### src/rtl/instr_encoder_loader.sv
// instr_encoder_loader
//   Packs decoded instruction fields back into 32-bit RV-style words and
//   streams them into IMEM at consecutive (wrapping) word addresses starting
//   at a programmable base. Every emitted word decodes to the same control
//   bundle and 12-bit immediate in the decode-stage control unit.
//
// Ports
//   clk, rst_n              clock, async active-low reset
//   start                   begin a run (sampled only in IDLE)
//   base_addr, length       run base address / word count, captured on start
//   in_valid / in_ready     field-bundle handshake (ready only in LOAD)
//   in_kind..in_imm         instruction fields
//   imem_we/addr/wdata      IMEM write port (one-cycle strobe)
//   busy, done, illegal     status; illegal is sticky until next start
//   word_cnt                words written in the current/last run
module instr_encoder_loader #(
  parameter int ADDR_W = 9
) (
  input  logic              clk,
  input  logic              rst_n,
  input  logic              start,
  input  logic [ADDR_W-1:0] base_addr,
  input  logic [ADDR_W:0]   length,
  input  logic              in_valid,
  output logic              in_ready,
  input  logic [2:0]        in_kind,
  input  logic [4:0]        in_rd,
  input  logic [4:0]        in_rs1,
  input  logic [4:0]        in_rs2,
  input  logic [2:0]        in_funct3,
  input  logic              in_alt,
  input  logic [11:0]       in_imm,
  output logic              imem_we,
  output logic [ADDR_W-1:0] imem_addr,
  output logic [31:0]       imem_wdata,
  output logic              busy,
  output logic              done,
  output logic              illegal,
  output logic [ADDR_W:0]   word_cnt
);

  typedef enum logic [1:0] {IDLE, LOAD, WRITE, DONE} state_t;

  typedef struct packed {
    logic [2:0]  kind;
    logic [4:0]  rd;
    logic [4:0]  rs1;
    logic [4:0]  rs2;
    logic [2:0]  funct3;
    logic        alt;
    logic [11:0] imm;
  } fields_t;

  state_t            state, state_nxt;
  fields_t           f;
  logic [31:0]       enc;
  logic              enc_ill;
  logic              accept;
  logic [ADDR_W-1:0] addr_q;
  logic [ADDR_W:0]   len_q, cnt_q;
  logic [31:0]       wdata_q;
  logic              ill_q;

  assign f = '{kind: in_kind, rd: in_rd, rs1: in_rs1, rs2: in_rs2,
               funct3: in_funct3, alt: in_alt, imm: in_imm};

  // Encoder: unused positions are constants of the format, never input bits.
  always_comb begin
    enc     = 32'h0000_0013;
    enc_ill = 1'b0;
    unique case (f.kind)
      3'd0: enc = {f.imm, f.rs1, 3'b011, f.rd, 7'b0000011};
      3'd1: enc = {f.imm[11:5], f.rs2, f.rs1, 3'b011, f.imm[4:0], 7'b0100011};
      3'd2: enc = {f.imm, f.rs1, f.funct3, f.rd, 7'b0010011};
      3'd3: enc = {1'b0, f.alt, 5'b00000, f.rs2, f.rs1, f.funct3, f.rd, 7'b0110011};
      // Branch/jump offsets are in halfwords, so imm maps straight onto
      // offset bits [12:1] in the scattered B/J layouts.
      3'd4: enc = {f.imm[11], f.imm[9:4], f.rs2, f.rs1, 3'b000,
                   f.imm[3:0], f.imm[10], 7'b1100011};
      3'd5: enc = {f.imm[11], f.imm[9:0], f.imm[10], {8{f.imm[11]}},
                   f.rd, 7'b1101111};
      default: begin
        enc     = 32'h0000_0013;
        enc_ill = 1'b1;
      end
    endcase
  end

  assign accept = (state == LOAD) && in_valid;

  always_comb begin
    state_nxt = state;
    unique case (state)
      IDLE:  if (start) state_nxt = (length == '0) ? DONE : LOAD;
      LOAD:  if (in_valid) state_nxt = WRITE;
      WRITE: state_nxt = (cnt_q + 1'b1 == len_q) ? DONE : LOAD;
      DONE:  state_nxt = IDLE;
      default: state_nxt = IDLE;
    endcase
  end

  always_ff @(posedge clk or negedge rst_n) begin
    if (!rst_n) begin
      state   <= IDLE;
      addr_q  <= '0;
      len_q   <= '0;
      cnt_q   <= '0;
      wdata_q <= '0;
      ill_q   <= 1'b0;
    end else begin
      state <= state_nxt;
      if (state == IDLE && start) begin
        addr_q <= base_addr;
        len_q  <= length;
        cnt_q  <= '0;
        ill_q  <= 1'b0;
      end
      if (accept) begin
        wdata_q <= enc;
        if (enc_ill) ill_q <= 1'b1;
      end
      if (state == WRITE) begin
        addr_q <= addr_q + 1'b1;  // wraps modulo 2^ADDR_W
        cnt_q  <= cnt_q + 1'b1;
      end
    end
  end

  // Outputs decode from state or come straight from registers.
  assign in_ready   = (state == LOAD);
  assign imem_we    = (state == WRITE);
  assign imem_addr  = addr_q;
  assign imem_wdata = wdata_q;
  assign busy       = (state != IDLE);
  assign done       = (state == DONE);
  assign illegal    = ill_q;
  assign word_cnt   = cnt_q;

endmodule
### config.mk
export PLATFORM = sky130hd
export DESIGN_NAME = instr_encoder_loader
export DESIGN_NICKNAME = d
export VERILOG_FILES = /design/src/rtl/instr_encoder_loader.sv
export SDC_FILE = /design/constraint.sdc
export NUM_CORES = 1
export LEC_CHECK = 0
export BUFFER_PORTS_ARGS = -buffer_cell sky130_fd_sc_hd__buf_2
export CORE_MARGIN = 8
export CORE_UTILIZATION = 40
export CTS_BUF_LIST = sky130_fd_sc_hd__clkbuf_4 sky130_fd_sc_hd__clkbuf_8
export CTS_CLUSTER_DIAMETER = 200
export DETAILED_ROUTE_END_ITERATION = 7
export PLACE_DENSITY = 0.62
export SLEW_MARGIN = 10
export SYNTH_ARGS = -nofsm -noshare
export SYNTH_HDL_FRONTEND = slang
export SYNTH_SLANG_ARGS = --single-unit
### constraint.sdc
create_clock -name clk -period 1.8 [get_ports clk]
set_clock_uncertainty 0.1 [all_clocks]
set_input_delay 0.09 -clock clk [delete_from_list [all_inputs] [get_ports clk]]
set_output_delay 0.09 -clock clk [all_outputs]
set_load 0.1 [all_outputs]
==> impl_metrics.json, run 1 <==
{
  "status": "finished clean",
  "grt_pass1_wl_mm": 16.1,
  "rows": 33,
  "postSynthCellCount": 362,
  "syn-num-nets": 421,
  "grt_pass1_vias": 3257,
  "synth-main-ff-cell": "dfrtp_1",
  "wl_met2_mm": 4.71,
  "start_util_pct": 41.0,
  "worstPathRequired_ps": 1610,
  "die-area_um2": 11500,
  "hold_viol_final": 0,
  "dpl.hpwl_mm": 6.93,
  "rr_startpoint": "word_cnt[0]",
  "cts-root-buf": "clkbuf_8",
  "via_per_inst": 5.25,
  "cts_tree": "done",
  "yosys.cell_types.count": 45,
  "ys_seq_area_share_pct": 46.6,
  "power_mw": 9.32,
  "power_density_nw_per_um2": 1980,
  "yosysWarnings": 0,
  "min_from": "base_addr[8]",
  "timing.setup.tns_ps": 0,
  "seqCellArea_um2": 1590,
  "max_freq_mhz": 585,
  "wl_met1_mm": 4.15,
  "crit_path_end_kind": "primary output",
  "finalNonFillerCells": 622,
  "clk_latency_ps": 340,
  "ys_ff_latch": 62,
  "fin_nets": 571,
  "placed_cells": 568,
  "leakagePower_nw": 2.15,
  "wl_per_cell_um": 15.6,
  "grt_usage_pct": 17.2,
  "cts_buffer_depth": 2,
  "worstMarginPinSlew_ps": 578,
  "synth_area_um2": 3330,
  "wl_mm": 9.70,
  "dieHeight_um": 107,
  "period_share_pct": 95.0,
  "antenna_left": 0,
  "grt_max_degree": 63,
  "maxCapViolCount": 0,
  "hold_ws_ps": 18.9,
  "cp_slowest_cell": "buf_2",
  "finalSetupViolCount": 0,
  "drive_gt1_share_pct": 34.4,
  "gp_congestion": 0.866,
  "ys_async_sr_fraction_pct": 100,
  "numCtsBuffers": 9,
  "antenna_cells": 0,
  "drt-initial-drc-count": 65,
  "h-tree-depth": 3,
  "grt_overflow_total": 0,
  "period_needed_ps": 1710,
  "maxSlewViolCount": 0,
  "irDropWorstVdd_mv": 1.45,
  "cts.sinks": 62,
  "vias": 3268,
  "route.met3.wl_um": 683,
  "critPathLaunch": "state[0]",
  "hold_class": "in -> reg",
  "placed_area_um2": 4120,
  "area_growth_pct": 41.2,
  "relSlewSlack_pct": 61.1,
  "slowest_delay_ps": 440,
  "critPathLaunchType": "flip-flop",
  "path_clk_slew_ps": 70,
  "first_pass_iters": 4,
  "core_area_um2": 8130,
  "final_area_um2": 4700,
  "ioPinCount": 113,
  "multiInputGateArea_um2": 1660,
  "timing.critical_path.arrival_ps": 1520,
  "crit_type": "reg -> out",
  "cp_max_fo": 14,
  "rsz0062_at_grt": "no",
  "synth_area_per_cell_um2": 9.20,
  "port_buffers": 112,
  "antenna_found_initial": 0,
  "synth-edff-count": 0,
  "worstPathCellList": "inv_2, buf_4, nor2_4, buf_2",
  "fill_cells": 732,
  "die_x_um": 107,
  "top_layer": "met4",
  "route.detailed.drc": 0,
  "r2r_slack_ps": 130
}
-- placed cells by master, fill, tap and decap left out, types with 3 or more instances in the layout --
master,Yosys,final
a211oi_1,4,4
a21oi_1,35,35
a22oi_1,7,7
a31oi_1,4,4
and3_1,3,3
buf_12,0,5
buf_2,6,109
buf_4,5,9
clkbuf_8,0,10
dfrtp_1,62,45
dfrtp_2,0,9
dfrtp_4,0,8
dlygate4sd3_1,0,38
inv_1,4,4
mux2_1,5,5
mux2_2,6,6
mux2i_1,8,8
nand2_1,47,47
nand3_1,10,10
nor2_1,16,14
nor2_2,3,4
nor2b_1,5,5
nor3_1,4,4
o21ai_0,39,39
o21ai_1,18,18
o22a_1,11,11
o22ai_1,8,8
xnor2_1,9,9
xor2_1,5,5
-- logic make-up after synthesis --
group / after synthesis / synth area share (%)
DFF: 62 / 46.6
buffers and inverters: 28 / 4.17
AOI/OAI and AO/OA: 137 / 24.7
adders and majority gates: 2 / 0.751
muxes: 19 / 6.12
xor gates and xnor gates: 14 / 3.68
and+or+nand+nor: 100 / 14.0
-- final cells by class --
cell class | count | share of cell area, %
Timing Repair Buffer | 161 | 23.2
Inverter | 6 | 0.479
Clock buffer | 12 | 3.24
Multi-Input combinational cell | 272 | 35.4
Clock inverter | 4 | 1.01
Sequential cell | 62 | 33.9
Tap cell | 105 | 2.79
-- metrics by stage --
step	worst slack [ps]	util [%]
after floorplan	8.61	-
after global placement	180	50.7
after detailed placement	160	50.7
after CTS	30.9	57.8
after global routing	6.51	57.8
final	90.4	57.8
-- flip-flops by register name, indices dropped and copies added (netlist names) --
signal,flops
imem_wdata,30
imem_addr,9
word_cnt,10
state,2
len_q,10
illegal,1
-- power breakdown --
group	switching, mW	total, mW	internal [mW]
logic	4.44	5.65	1.20
clock network	0.554	1.26	0.704
registers	0.434	2.41	1.98
total	5.43	9.32	3.89
-- critical path, delay by kind of cell, from the launching register on --
| family | cells | cell delay, ps |
|---|---|---|
| simple gates | 1 | 110 |
| flops | 1 | 400 |
| buf+inv | 3 | 680 |
-- path summary, 6_finish.rpt --
path | end | depth (start not counted)
max | in_ready | 4
min | imem_addr[8] | 3
max in group asynchronous | imem_addr[0] | 3
min in group asynchronous | imem_addr[5] | 3
max reg2reg | state[1] | 6
min reg2reg | imem_wdata[29] | 2
-- routing by layer --
metal	global-route usage [%]	vias to the layer above
met1	20.5	1551
met2	28.7	86
li1	-	1620
met4	5.13	0
met5	0	-
met3	5.99	11
-- cell usage after synthesis, types with 2 or more instances --
master,count,area [um2]
mux2_1,5,56.3
o22a_1,11,96.3
nor2_2,3,18.8
nor2b_1,5,31.3
nor3_1,4,20.0
nand3_1,10,50.1
inv_1,4,15.0
nand2b_1,2,12.5
nor2_1,16,60.1
inv_2,2,7.51
a211oi_1,4,30.0
a21oi_1,35,175
a211oi_2,2,25.0
o21ai_0,39,195
nor4_1,2,12.5
and2_1,2,12.5
o21ai_1,18,90.1
ha_1,2,25.0
mux2i_1,8,80.1
and3_1,3,18.8
a31oi_1,4,25.0
mux2_2,6,67.6
buf_4,5,37.5
a22oi_1,7,52.6
o31ai_1,2,15.0
o22ai_1,8,50.1
buf_2,6,30.0
dfrtp_1,62,1550
xnor2_1,9,78.8
nand2_1,47,176
xor2_1,5,43.8
nand4_1,2,12.5
clkbuf_1,10,37.5
-- timing repair --
action / CTS / global route
gates resized for setup: 0 / 1
endpoints found under the setup margin: 0 / 2
buffers inserted: 0 / 0
hold buffers: 38 / 0
hold endpoints to repair: 96 / 0
Power figures use the tool's default switching activity.
==> run 2, diff against run 1 <==
- BUFFER_PORTS_ARGS: -buffer_cell sky130_fd_sc_hd__buf_2 -> -buffer_cell sky130_fd_sc_hd__buf_4
- CORE_MARGIN: 8 -> 2
==> run 2 against run 1 <==
Combinational power rose by 3.7%. Worst hold slack got worse by 4.8 ps. Clock power barely moved. Critical path depth rose by 2. Fmax rose by 1.4%. Routed wire length fell by 2.0%. Design area rose by 4.8%. Flip-flop and latch count did not move.
==> impl_metrics.json, run 2 (synthesized netlist as in run 1, its figures left out) <==
{
  "grt_overflow_total": 0,
  "status": "finished clean",
  "reg2reg_depth": 6,
  "min_from": "in_kind[1]",
  "area_growth_pct": 47.9,
  "fill_cells": 749,
  "critPathLaunchType": "flip-flop",
  "hold_end": "illegal",
  "finalSetupViolCount": 0,
  "hold_class": "in -> reg",
  "worstMarginPinSlew_ps": 529,
  "seqCellArea_um2": 1590,
  "finalNonFillerCells": 621,
  "timing.critical_path.arrival_ps": 1860,
  "period_needed_ps": 1690,
  "placed_cells": 566,
  "grt_usage_pct": 21.8,
  "grt_max_degree": 51,
  "path_clk_slew_ps": 80,
  "rr_startpoint": "word_cnt[0]",
  "irDropWorstVdd_mv": 1.21,
  "antenna_left": 0,
  "final_util_pct": 60.6,
  "first_pass_iters": 4,
  "power_density_nw_per_um2": 1940,
  "clk_latency_ps": 340,
  "period_share_pct": 93.7,
  "reg2reg_to": "state[1]",
  "core_area_um2": 8130,
  "r2r_slack_ps": 110,
  "antenna_cells": 0,
  "timing.setup.tns_ps": 0,
  "dieHeight_um": 95.3,
  "largest_reg_flops": 30,
  "maxSlewViolCount": 0,
  "grt_pass1_wl_mm": 15.3,
  "max_freq_mhz": 593,
  "antenna_found_initial": 0,
  "hold_viol_final": 0,
  "cts_buffer_depth": 2,
  "rows": 33,
  "multiInputGateArea_um2": 1660,
  "route.detailed.drc": 0,
  "worstPathRequired_ps": 1980,
  "drive_gt1_share_pct": 34.1,
  "cts-root-buf": "clkbuf_8",
  "final_common_cell": "buf_4",
  "fin_nets": 570,
  "start_util_pct": 41.0,
  "crit_type": "reg -> reg",
  "dpl.hpwl_mm": 6.67,
  "h-tree-depth": 3,
  "hold_ws_ps": 14.1,
  "drt-initial-drc-count": 131,
  "vias": 3304,
  "die-area_um2": 9080,
  "wl_mm": 9.51,
  "gp_congestion": 0.844,
  "via_per_inst": 5.32,
  "relSlewSlack_pct": 64.4,
  "most-common-layout-cells": "buf_4, nand2_1, dfrtp_1, o21ai_0, dlygate4sd3_1",
  "cp_max_fo": 7,
  "whs_path_depth": 3,
  "crit_path_end_kind": "flip-flop",
  "power_mw": 9.55,
  "ioPinCount": 113,
  "rsz0062_at_grt": "no",
  "wl_per_cell_um": 15.3,
  "grt_pass1_vias": 3143,
  "port_buffers": 112,
  "numCtsBuffers": 9,
  "leakagePower_nw": 2.20,
  "maxCapViolCount": 0,
  "die_x_um": 95.3,
  "cts_tree": "done",
  "cts.sinks": 62
}
==> run 2: cell types whose count changed in the layout (fill, tap and decap cells not counted), sizes merged <==
cell,previous run,this run
dlygate4sd3,38,39
clkbuf,12,10
buf,123,121
clkinv,2,4
==> run 2: worst max path at each step <==
stage / from / endpoint / slack [ps] / cells after the start
6_report: word_cnt[0] / state[1] / 110 / 6
5_1_grt: state[1] / busy / 10 / 4
4_1_cts: state[1] / done / 60 / 4
3_5_place_dp: word_cnt[0] / state[1] / 110 / 6
3_3_place_gp: word_cnt[0] / state[1] / 180 / 6
2_1_floorplan: state[1] / imem_wdata[12] / 9 / 5
==> run 2: cell type report <==
cell class                      instances  share of cell area [%]
Clock buffer                           10                    2.79
Clock inverter                          6                    1.24
Inverter                                6                   0.457
Multi-Input combinational cell        272                    33.8
Sequential cell                        62                    32.3
Tap cell                              105                    2.67
Timing Repair Buffer                  160                    26.8
==> run 2: report_power, final <==
| group | switching (mW) | internal (mW) |
|---|---|---|
| clock network | 0.577 | 0.672 |
| registers | 0.464 | 1.98 |
| logic | 4.43 | 1.43 |
==> run 2: stage by stage <==
step | setup WS (ps) | cell area, um2
after floorplan | 8.61 | 3390
after global placement | 179 | 4330
after detailed placement | 114 | 4330
after CTS | 58.3 | 4920
after global routing | 11.0 | 4930
final | 114 | 4930
==> run 2: layer usage <==
metal	GRT usage, %	vias to the layer above	wire (um)
met4	8.57	0	111
li1	-	1616	-
met1	27.8	1589	4160
met5	0	-	0
met3	3.32	9	440
met2	37.3	90	4790
==> run 2: repair_timing <==
item,CTS,global route
gates resized for setup,1,2
endpoints found under the setup margin,1,2
hold buffers,39,0
hold endpoints to repair,70,0
buffers inserted,0,0
==> run 2: critical path, cell delays in order (launching register included) <==
cell,delay [ps]
dfrtp_4,520
ha_4,200
nand3_1,80
xor2_1,260
o21ai_1,100
a211oi_2,190
a31o_1,170
